==> src/rtl/regfile_wb_arbiter.sv <==
//------------------------------------------------------------------------------
// Module   : regfile_wb_arbiter
// Brief    : Register-file write-port arbiter merging pipeline WB results with
//            a FIFO of long-latency results; optional pending-write scoreboard
//            enabled by `define REGFILE_WB_SB_EN.
// Revision : 1.0 - initial release
//------------------------------------------------------------------------------
`default_nettype none

module regfile_wb_arbiter #(
    parameter int LQ_DEPTH     = 2,
    parameter int STARVE_LIMIT = 4
) (
    input  logic        clk_i,
    input  logic        rst_i,
    input  logic        pipe_valid_i,
    input  logic [4:0]  pipe_rd_addr_i,
    input  logic [31:0] pipe_rd_wdata_i,
    input  logic        lu_valid_i,
    output logic        lu_ready_o,
    input  logic [4:0]  lu_rd_addr_i,
    input  logic [31:0] lu_rd_wdata_i,
    input  logic        issue_i,
    input  logic [4:0]  issue_rd_i,
    input  logic [4:0]  id_rs1_addr,
    input  logic [4:0]  id_rs2_addr,
    output logic        rs1_busy_o,
    output logic        rs2_busy_o,
    output logic        stall_pipe_o,
    output logic        wb_q_is_rd_write,
    output logic [4:0]  wb_rd_addr,
    output logic [31:0] wb_rd_wdata
);

    localparam int PTR_W = (LQ_DEPTH > 1) ? $clog2(LQ_DEPTH) : 1;
    localparam int CNT_W = PTR_W + 1;
    localparam int STV_W = $clog2(STARVE_LIMIT + 1);
    localparam logic [CNT_W-1:0] C_FULL      = CNT_W'(LQ_DEPTH);
    localparam logic [STV_W-1:0] C_STV_LIMIT = STV_W'(STARVE_LIMIT);

    logic [4:0]       lq_addr_q [LQ_DEPTH];
    logic [31:0]      lq_data_q [LQ_DEPTH];
    logic [PTR_W-1:0] wr_ptr_q, wr_ptr_d;
    logic [PTR_W-1:0] rd_ptr_q, rd_ptr_d;
    logic [CNT_W-1:0] count_q, count_d;
    logic [STV_W-1:0] starve_q, starve_d;
    logic             stall_q, stall_d;
    logic             wb_we_q, wb_we_d;
    logic [4:0]       wb_addr_q, wb_addr_d;
    logic [31:0]      wb_data_q, wb_data_d;

    logic        w_push, w_pop, w_pipe_wr, w_nonempty, w_head_wr;
    logic [4:0]  w_head_addr;
    logic [31:0] w_head_data;

    assign lu_ready_o  = (count_q != C_FULL);
    assign w_push      = lu_valid_i & lu_ready_o;
    assign w_pipe_wr   = pipe_valid_i & (pipe_rd_addr_i != 5'd0);
    assign w_nonempty  = (count_q != '0);
    assign w_pop       = w_nonempty & ~w_pipe_wr;
    assign w_head_addr = lq_addr_q[rd_ptr_q];
    assign w_head_data = lq_data_q[rd_ptr_q];
    // Popping a head entry targeting x0 retires it without a write.
    assign w_head_wr   = w_pop & (w_head_addr != 5'd0);

    always_comb begin
        wr_ptr_d  = w_push ? wr_ptr_q + PTR_W'(1) : wr_ptr_q;
        rd_ptr_d  = w_pop  ? rd_ptr_q + PTR_W'(1) : rd_ptr_q;
        count_d   = count_q;
        if (w_push && !w_pop) begin
            count_d = count_q + CNT_W'(1);
        end else if (!w_push && w_pop) begin
            count_d = count_q - CNT_W'(1);
        end

        starve_d = '0;
        if (w_nonempty && w_pipe_wr) begin
            starve_d = (starve_q == C_STV_LIMIT) ? starve_q : starve_q + STV_W'(1);
        end
        stall_d = (starve_d >= C_STV_LIMIT);

        wb_we_d   = w_pipe_wr | w_head_wr;
        wb_addr_d = wb_addr_q;
        wb_data_d = wb_data_q;
        if (w_pipe_wr) begin
            wb_addr_d = pipe_rd_addr_i;
            wb_data_d = pipe_rd_wdata_i;
        end else if (w_head_wr) begin
            wb_addr_d = w_head_addr;
            wb_data_d = w_head_data;
        end
    end

    always_ff @(posedge clk_i) begin
        if (w_push) begin
            lq_addr_q[wr_ptr_q] <= lu_rd_addr_i;
            lq_data_q[wr_ptr_q] <= lu_rd_wdata_i;
        end
    end

    always_ff @(posedge clk_i or posedge rst_i) begin
        if (rst_i) begin
            wr_ptr_q  <= '0;
            rd_ptr_q  <= '0;
            count_q   <= '0;
            starve_q  <= '0;
            stall_q   <= 1'b0;
            wb_we_q   <= 1'b0;
            wb_addr_q <= '0;
            wb_data_q <= '0;
        end else begin
            wr_ptr_q  <= wr_ptr_d;
            rd_ptr_q  <= rd_ptr_d;
            count_q   <= count_d;
            starve_q  <= starve_d;
            stall_q   <= stall_d;
            wb_we_q   <= wb_we_d;
            wb_addr_q <= wb_addr_d;
            wb_data_q <= wb_data_d;
        end
    end

    assign stall_pipe_o     = stall_q;
    assign wb_q_is_rd_write = wb_we_q;
    assign wb_rd_addr       = wb_addr_q;
    assign wb_rd_wdata      = wb_data_q;

`ifdef REGFILE_WB_SB_EN
    logic [31:0] sb_q, sb_d;

    // Set is applied after clear so a same-cycle reissue keeps the bit.
    always_comb begin
        sb_d = sb_q;
        if (w_head_wr) begin
            sb_d[w_head_addr] = 1'b0;
        end
        if (issue_i && (issue_rd_i != 5'd0)) begin
            sb_d[issue_rd_i] = 1'b1;
        end
        sb_d[0] = 1'b0;
    end

    always_ff @(posedge clk_i or posedge rst_i) begin
        if (rst_i) begin
            sb_q <= '0;
        end else begin
            sb_q <= sb_d;
        end
    end

    assign rs1_busy_o = sb_q[id_rs1_addr];
    assign rs2_busy_o = sb_q[id_rs2_addr];

`ifdef RISCV_FORMAL
    a_issue_not_busy: assert property (@(posedge clk_i) disable iff (rst_i)
        (issue_i && issue_rd_i != 5'd0) |->
        (!sb_q[issue_rd_i] || (w_head_wr && w_head_addr == issue_rd_i)));
`endif
`else
    logic w_unused_sb;
    assign w_unused_sb = ^{issue_i, issue_rd_i, id_rs1_addr, id_rs2_addr};
    assign rs1_busy_o  = 1'b0;
    assign rs2_busy_o  = 1'b0;
`endif

`ifdef RISCV_FORMAL
    a_no_write_x0: assert property (@(posedge clk_i) disable iff (rst_i)
        wb_we_q |-> (wb_addr_q != 5'd0));
    a_no_push_full: assert property (@(posedge clk_i) disable iff (rst_i)
        w_push |-> (count_q != C_FULL));
    a_count_range: assert property (@(posedge clk_i) disable iff (rst_i)
        count_q <= C_FULL);
`endif

endmodule

`default_nettype wire
==> config.mk <==
export PLATFORM = sky130hd
export DESIGN_NAME = regfile_wb_arbiter
export DESIGN_NICKNAME = d
export VERILOG_FILES = /design/src/rtl/regfile_wb_arbiter.sv
export SDC_FILE = /design/constraint.sdc
export NUM_CORES = 1
export LEC_CHECK = 0
export CORE_MARGIN = 3
export CORE_UTILIZATION = 25
export DETAILED_ROUTE_END_ITERATION = 16
export PLACE_DENSITY = 0.44
export SYNTH_ARGS = -nofsm -noshare
export SYNTH_HDL_FRONTEND = slang
export SYNTH_SLANG_ARGS = --single-unit
==> constraint.sdc <==
create_clock -name clk_i -period 5.3 [get_ports clk_i]
set_input_delay 1.59 -clock clk_i [delete_from_list [all_inputs] [get_ports clk_i]]
set_output_delay 1.59 -clock clk_i [all_outputs]
set_load 0.02 [all_outputs]
# ---- After elaboration in Yosys (flattened, before gate mapping)
# Memories as Yosys holds them, arrays and structs flattened.
# Cells that the tools add are included.
dict set report op_classes {
  n_addsub 5
  multipliers 0
  div_mod_pow 0
  n_lt_le_gt_ge 1
  eq_ne 2
  shift 0
  n_mux 10
  n_bitwise 6
  reduce_logical 10
}
# cell n
set op_table {}
lappend op_table {{$mux 32} 2}
lappend op_table {{$mux 5} 2}
lappend op_table {{$reduce_bool 5->1} 2}
lappend op_table {{$mux 3} 2}
lappend op_table {{$reduce_bool 2->1} 3}
lappend op_table {{$and 1x1->1} 4}
lappend op_table {{$mux 2} 2}
lappend op_table {{$add 3x1->3 const B} 1}
lappend op_table {{$eq 3x3->1 const B} 1}
lappend op_table {{$ge 3x3->1 const B} 1}
lappend op_table {{$logic_and 1x1->1} 3}
lappend op_table {{$add 1x1->1 const B} 2}
lappend op_table {{$add 2x1->2 const B} 1}
lappend op_table {{$logic_not 1->1} 2}
lappend op_table {{$mux 1} 2}
lappend op_table {{$ne 2x2->1 const B} 1}
lappend op_table {{$sub 2x1->2 const B} 1}
lappend op_table {{$not 1->1} 1}
lappend op_table {{$or 1x1->1} 1}
dict set report totals {
  reg_bits 46
  latchBits 0
  mem_bits_rw 74
  rom_bits 0
  in_bits 94
  out_inout_bits 42
  elab_cells 44
  mem_count 2
}
# name words width rd rd_ports_with_merged_regs wr line_no
set memory_table {}
lappend memory_table {lq_data_q 2 32 1 0 1 42} ;# logic [31:0] lq_data_q [LQ_DEPTH];
lappend memory_table {lq_addr_q 2 5 1 0 1 41} ;# logic [4:0] lq_addr_q [LQ_DEPTH];

# ---- Depth between registers and ports, before layout
# Gate-level depths: netlist of run 1.
dict set report depth {
  word_depth 7
  mapped_depth 8
  ltp_nobuf 7
}

# ---- Worst setup path before layout of run 1
# OpenSTA, ideal clock, no wires.
dict set report synth_path {
  kind {input to register}
  startpoint {input port lu_valid_i}
  endpoint {memory lq_addr_q[0][0] (enable)}
  setup_ns 0.431
  arrival_time_ns 3.248
  t_required_ns 4.869
  path_slack_ns 1.621
  cell_stages 2
  n_path_buf 0
  cell_sequence {nand2_1 nor2_1}
}
dict set report synth_between {
  elab_chain_cells 3
}
# element line_no
set synth_rtl {}
lappend synth_rtl {{start, declared} 19} ;# input logic lu_valid_i,
lappend synth_rtl {{$and 1x1->1} 57} ;# assign w_push = lu_valid_i & lu_ready_o;
lappend synth_rtl {{$mux 1} 95} ;# if (w_push) begin
lappend synth_rtl {{$mux 1 (implied by the code)} 96} ;# lq_addr_q[wr_ptr_q] <= lu_rd_addr_i;
lappend synth_rtl {{end, declared} 41}
# Every way passes these cells.

# ---- Worst setup path in the final report of run 1
dict set report layout_path {
  startpoint {input port pipe_rd_addr_i[2]}
  endpoint {register wb_data_q[20], in the netlist wb_rd_wdata[20]}
}
dict set report layout_between {
  elab_chain_cells 6
  word_cells_on_any_way 7
  cone_classes {mux (1); bitwise (4); reduce/logical (2)}
}
# element line_no
set layout_rtl {}
lappend layout_rtl {{start, declared} 17} ;# input logic [4:0] pipe_rd_addr_i,
lappend layout_rtl {{$reduce_bool 5->1 (*)} 58} ;# assign w_pipe_wr = pipe_valid_i & (pipe_rd_addr_i != 5'd0);
lappend layout_rtl {{$and 1x1->1 (*)} 58}
lappend layout_rtl {{$not 1->1} 60} ;# assign w_pop = w_nonempty & ~w_pipe_wr;
lappend layout_rtl {{$and 1x1->1} 60}
lappend layout_rtl {{$and 1x1->1} 64} ;# assign w_head_wr = w_pop & (w_head_addr != 5'd0);
lappend layout_rtl {{$reduce_bool 2->1 (no source line)} --}
lappend layout_rtl {{end signal, assigned} 119} ;# wb_data_q <= wb_data_d;
lappend layout_rtl {{end, declared} 50} ;# logic [31:0] wb_data_q, wb_data_d;
# Mark *: on every way between the ends. The rest lies on a longest branch, timed or not.
# A chain may end at the register's enable or synchronous reset.

==> results of run 1 <==
-- area by class of cell --
cell class	instances	share of cell area [%]
clock buffer	20	6.50
sequential	119	47.7
tap	260	4.63
multi-input combinational	148	22.2
timing repair buffer	123	17.3
clock inverter	11	1.51
inverter	4	0.214
-- cells by family (layout without fill, tap and decap cells) --
group / after synthesis / after routing / share of synthesized area [%]
flip-flops: 119 / 119 / 67.2
multiplexers: 106 / 106 / 25.3
AND/OR/NAND/NOR: 21 / 21 / 2.29
buffers and inverters: 18 / 158 / 1.98
AO/OA/AOI/OAI: 10 / 10 / 1.33
XOR/XNOR: 6 / 6 / 1.06
adder cells (fa/ha/maj): 3 / 3 / 0.754
other: 1 / 2 / 0.0753
-- sequential cells by signal (all words and copies together), names as in the netlist --
register and cells:
count_q 2, lq_addr_q 10, lq_data_q 64, rd_ptr_q 1
stall_pipe_o 1, starve_q 2, wb_q_is_rd_write 1, wb_rd_addr 5
wb_rd_wdata 32, wr_ptr_q 1
-- worst max path at each step --
stage | start | to | slack, ns | cells after the start
3_5_place_dp | pipe_rd_addr_i[2] | wb_rd_wdata[9]$_DFFE_PP0P_ | 1.06 | 6
5_1_grt | pipe_rd_addr_i[2] | count_q[1]$_DFFE_PP0P_ | 1.40 | 8
2_1_floorplan | lu_valid_i | lq_addr_q[0][0]$_DFFE_PP_ | 1.62 | 2
6_report | pipe_rd_addr_i[2] | wb_rd_wdata[20]$_DFFE_PP0P_ | 1.54 | 6
3_3_place_gp | pipe_rd_addr_i[2] | wb_rd_wdata[9]$_DFFE_PP0P_ | 1.06 | 6
4_1_cts | pipe_rd_addr_i[2] | wb_rd_wdata[15]$_DFFE_PP0P_ | 1.49 | 6
-- cells in the final DEF (no fill, tap or decap), drive strengths merged --
cell / instances
mux2i: 5
dfrtp: 45
edfxtp: 74
or4b: 1
o21ai: 8
clkdlybuf4s50: 117
nor3: 4
inv: 4
o21a: 1
nand2b: 1
buf: 6
nand2: 7
xnor2: 4
mux2: 101
and3: 1
or4: 2
nor3b: 1
clkinvlp: 2
nand3b: 1
conb: 2
clkbuf: 20
xor2: 2
clkinv: 7
bufinv: 2
o31ai: 1
nor2: 3
ha: 3
-- report_power, final --
part	switching (mW)	internal (mW)	total, mW
combinational	0.563	0.667	1.23
clock	0.387	0.704	1.09
sequential	0.140	1.30	1.44
total	1.09	2.67	3.76
-- routing by layer --
layer  part of all wire [%]  vias up  global-route usage (%)
li1                       -     1316                       -
met1                     45     1427                    14.3
met2                     49       73                    17.8
met3                    5.0        8                    4.19
met4                   0.90        4                    4.47
met5                   0.22        -                       0
-- through the flow --
step	setup slack (ns)	total power, mW	cells	hold WS (ns)
detailed placement	1.06	2.72	654	0.495
global placement	1.06	2.70	654	0.491
CTS	1.49	3.84	685	0.510
finish	1.54	3.76	685	0.507
floorplan	1.62	2.19	285	0.461
global route	1.40	3.98	685	0.521
==> impl_metrics.toml, run 1 <==
[logic_synthesis]
ys_seq_area_share_pct = 67.2
synth_area_um2 = 4980
yosysUniqueCellTypes = 29
ys_top_cells_by_area = "edfxtp_1 (45%), dfrtp_1 (23%), mux2_2 (19%), mux2_4 (5.7%), mux2i_1 (1.0%)"
yosys.area.top_type = "edfxtp_1"
synth_area_per_cell_um2 = 17.5
synthTopCellsByCount = "mux2_2 (82), edfxtp_1 (74), dfrtp_1 (45)"
synth_top_area_share_pct = 44.6
synth_edf_count = 74
yosysMostFrequentCell = "mux2_2"
synthCells = 284
yosysWarnings = 0
async_flop_share_pct = 37.8
dominantRegCellSynth = "edfxtp_1"
synth-seq-cells = 119

[global_route]
grt_usage_pct = 11.4
grt_max_degree = 38
antenna_found_initial = 2
grt_pass1_vias = 3121
grt_pass1_wl_um = 18300
grt_overflow = 0

[cts]
cts_setup_buffers = 0
cts_root_buf = "clkbuf_16"
cts_sinks = 119
clk_latency_ns = 0.41
holdBufCountCts = 0
clock_tree.htree_level_count = 4
cts_made_buffers = 17
cts_tree = "built"
cts.clk_slew.worst_paths_ns = 0.05
cts_resized = 0
cts_buffer_depth = 2

[floorplanning]
io_pins = 136
initial_utilization_pct = 26.0
dieHeight_um = 147
rows = 50
core_area_um2 = 19100
die_area_um2 = 21600
fp.dieW_um = 147

[setup_path]
arrival_ns = 4.05
start_kind = "input pin"
cp_top_family = "buffers and inverters"
path_common_cell = "mux2_2"
crit_required_ns = 5.59
crit_fanout = 20
critical-path-slowest-cell = "or4_4"
timing.critical_path.slowest_cell_delay_ns = 0.56
r2r-start = "rd_ptr_q$_DFFE_PP0P_"
timing.rr.end = "wb_rd_wdata[5]$_DFFE_PP0P_"
path_class = "in2reg"
r2r_slack_ns = 2.66
r2r_cells = 5
worst-path-buf-inv = 2
cp-end-kind = "register"
crit_chain = "clkdlybuf4s50_1 > or4_4 > o21ai_4 > buf_4 > mux2_2 > mux2_2"

[placement]
place_hpwl_um = 7660
routabilityCongestion = 0.711
io_buffers = 117
placed_area_um2 = 6460

[finish]
fillers = 1831
final_util_pct = 36.7
multiInputGateArea_um2 = 1560
layout-drive-gt1-share_pct = 33.4
nets = 510
antenna_cells = 0
register_area_um2 = 3350
fin_area_um2 = 7030
area_delta_synth_final_pct = 41.1

[hold_path]
hold_end = "wb_rd_wdata[20]$_DFFE_PP0P_"
min_from = "wb_rd_wdata[20]$_DFFE_PP0P_"
hp-class = "reg2reg"
hold_depth = 1

[sta]
skew_ns = 0.0163
hold_viol_final = 0
tns_ns = 0
maxSlewHeadroom_pct = 34.1
rsz0062_at_grt = "no"
drv_slew = 0
fmax_mhz = 266
worst_pin_slew_ns = 0.989
min_period_over_period_pct = 70.9
setup_viol = 0
period_minus_slack_ns = 3.76

[drt]
detailroute.via_count = 2828
drt_iter0_drc = 108
drcViolationCount = 0
routedWlPerCell_um = 17.0
drt-total-wl_um = 11700
drtPass1Iterations = 7
ant_nets = 0
drt-vias-per-instance = 4.13

[pwr]
power_density_nw_per_um2 = 535
leakage_nw = 2.63
ir_worst_vdd_uv = 233

[flow_run]
cap_violations = 0

[run_status]
status = "complete, no violations"
No activity file was read; power rests on OpenSTA's default activity.
==> run 2: changes to the inputs <==
==> constraint.sdc (replaced) <==
create_clock -name clk_i -period 3.9 [get_ports clk_i]
set_input_delay 1.17 -clock clk_i [delete_from_list [all_inputs] [get_ports clk_i]]
set_output_delay 1.17 -clock clk_i [all_outputs]
set_load 0.02 [all_outputs]
==> run 2 against run 1 <==
Effect of this change:
- global-route usage fell by 0.16 points
- sequential power rose by 35%
- wire length rose by 0.14%
- via count rose by 1.2%
- power rose by 36%
- clock skew fell by 0.0032 ns
- die area did not move
- highest routed layer unchanged
==> impl_metrics.toml, run 2 (synthesized netlist as in run 1, its figures left out) <==
[floorplanning]
fp.dieW_um = 147
initial_utilization_pct = 26.0
core_area_um2 = 19100
dieHeight_um = 147
rows = 50
die_area_um2 = 21600
io_pins = 136

[placement]
io_buffers = 117
place_hpwl_um = 8040
dp.cells = 659
placed_area_um2 = 6540
routabilityCongestion = 0.733

[sta]
setup_viol = 0
min_period_over_period_pct = 83.6
skew_ns = 0.0130
fmax_mhz = 307
rsz0062_at_grt = "no"
drv_slew = 0
worst_pin_slew_ns = 1.11
tns_ns = 0
hold_ws_ns = 0.507
period_minus_slack_ns = 3.26
hold_viol_final = 0
maxSlewHeadroom_pct = 26.1

[pwr]
p_comb_share_pct = 33.6
seqPwrFrac_pct = 38.1
leakage_nw = 2.66
p_int_mw = 3.64
power_density_nw_per_um2 = 723
ir_worst_vdd_uv = 310
p_clk_share_pct = 28.3
p_switching_mw = 1.48
netSwitchingFraction_pct = 28.9

[setup_path]
r2r_slack_ns = 1.28
arrival_ns = 3.54
path_class = "in2reg"
start_kind = "input pin"
crit_required_ns = 4.18
cp-end-kind = "register"
crit_fanout = 15

[finish]
final_util_pct = 37.0
register_area_um2 = 3350
area_delta_synth_final_pct = 42.4
multiInputGateArea_um2 = 1560
final_cells = 691
antenna_cells = 0
layout_common_cells = "clkdlybuf4s50_1 (117), mux2_2 (82), edfxtp_1 (74)"
nets = 515
fin_area_um2 = 7090
largest_reg_flops = 64
mostFrequentLayoutCell = "clkdlybuf4s50_1"
fillers = 1875
layout-drive-gt1-share_pct = 33.4
top_register = "lq_data_q"

[drt]
ant_nets = 0
drtPass1Iterations = 4
drcViolationCount = 0
routedWlPerCell_um = 16.9
drt-total-wl_um = 11700
detailroute.via_count = 2863
drt_iter0_drc = 120
drt-vias-per-instance = 4.14

[flow_run]
cap_violations = 0

[global_route]
grt_pass1_vias = 3143
grt_overflow = 0
grt_max_degree = 32
grt_pass1_wl_um = 18200
grt_usage_pct = 11.2
antenna_found_initial = 1

[cts]
cts_buffer_depth = 2
holdBufCountCts = 0
cts_made_buffers = 17
cts_sinks = 119
cts_resized = 0
cts.clk_slew.worst_paths_ns = 0.05
cts_setup_buffers = 0
clk_latency_ns = 0.41
clock_tree.htree_level_count = 4
cts_root_buf = "clkbuf_16"
cts_tree = "built"

[run_status]
status = "complete, no violations"

[hold_path]
hp-class = "reg2reg"
-- run 2: cell count changes in the layout (fill, tap and decap cells not counted) --
cell	before	now
clkinv_1	3	1
clkinv_2	4	2
clkinvlp_4	2	0
clkbuf_8	2	4
clkbuf_1	1	7
buf_4	6	8
buf_12	0	3
bufinv_16	2	1
-- run 2: metrics by stage --
stage	setup slack (ns)	total power, mW
finish	0.640	5.12
global route	0.569	5.39
CTS	0.605	5.23
detailed placement	0.175	3.74
global placement	0.188	3.72
floorplan	0.641	2.98
-- run 2: power by group through the flow --
stage | logic, mW | clock network (mW) | registers (mW)
final | 1.72 | 1.45 | 1.95
after global routing | 1.84 | 1.55 | 2.00
after detailed placement | 1.76 | 0 | 1.98
after CTS | 1.77 | 1.50 | 1.96
after global placement | 1.75 | 0 | 1.97
after floorplan | 0.839 | 0 | 2.14
-- run 2: routing by layer --
| metal | GRT usage [%] | routed length [um] |
|---|---|---|
| met1 | 13.9 | 5230 |
| met5 | 0 | 9 |
| met4 | 3.77 | 138 |
| met3 | 4.32 | 595 |
| met2 | 18.0 | 5700 |
-- run 2: critical path: stages --
cell	delay (ns)
clkdlybuf4s50_1	0.42
or4_4	0.56
o21ai_4	0.41
o31ai_4	0.37
buf_4	0.31
mux2_2	0.29
-- run 2: area by class of cell --
type                       count  area share, %
timing repair buffer         128           18.2
tap                          260           4.59
multi-input combinational    148           22.0
clock inverter                 4          0.618
sequential                   119           47.2
inverter                       4          0.212
clock buffer                  28           7.15
-- run 2: final timing paths --
check / startpoint / endpoint / depth (start not counted)
max reg2reg: rd_ptr_q$_DFFE_PP0P_ / wb_rd_wdata[11]$_DFFE_PP0P_ / 5
max: pipe_rd_addr_i[2] / wb_rd_wdata[11]$_DFFE_PP0P_ / 6
min reg2reg: wb_rd_addr[1]$_DFFE_PP0P_ / wb_rd_addr[1]$_DFFE_PP0P_ / 1
min: wb_rd_addr[1]$_DFFE_PP0P_ / wb_rd_addr[1]$_DFFE_PP0P_ / 1
max in group asynchronous: rst_i / wb_rd_wdata[10]$_DFFE_PP0P_ / 3
min in group asynchronous: rst_i / wb_rd_wdata[16]$_DFFE_PP0P_ / 2
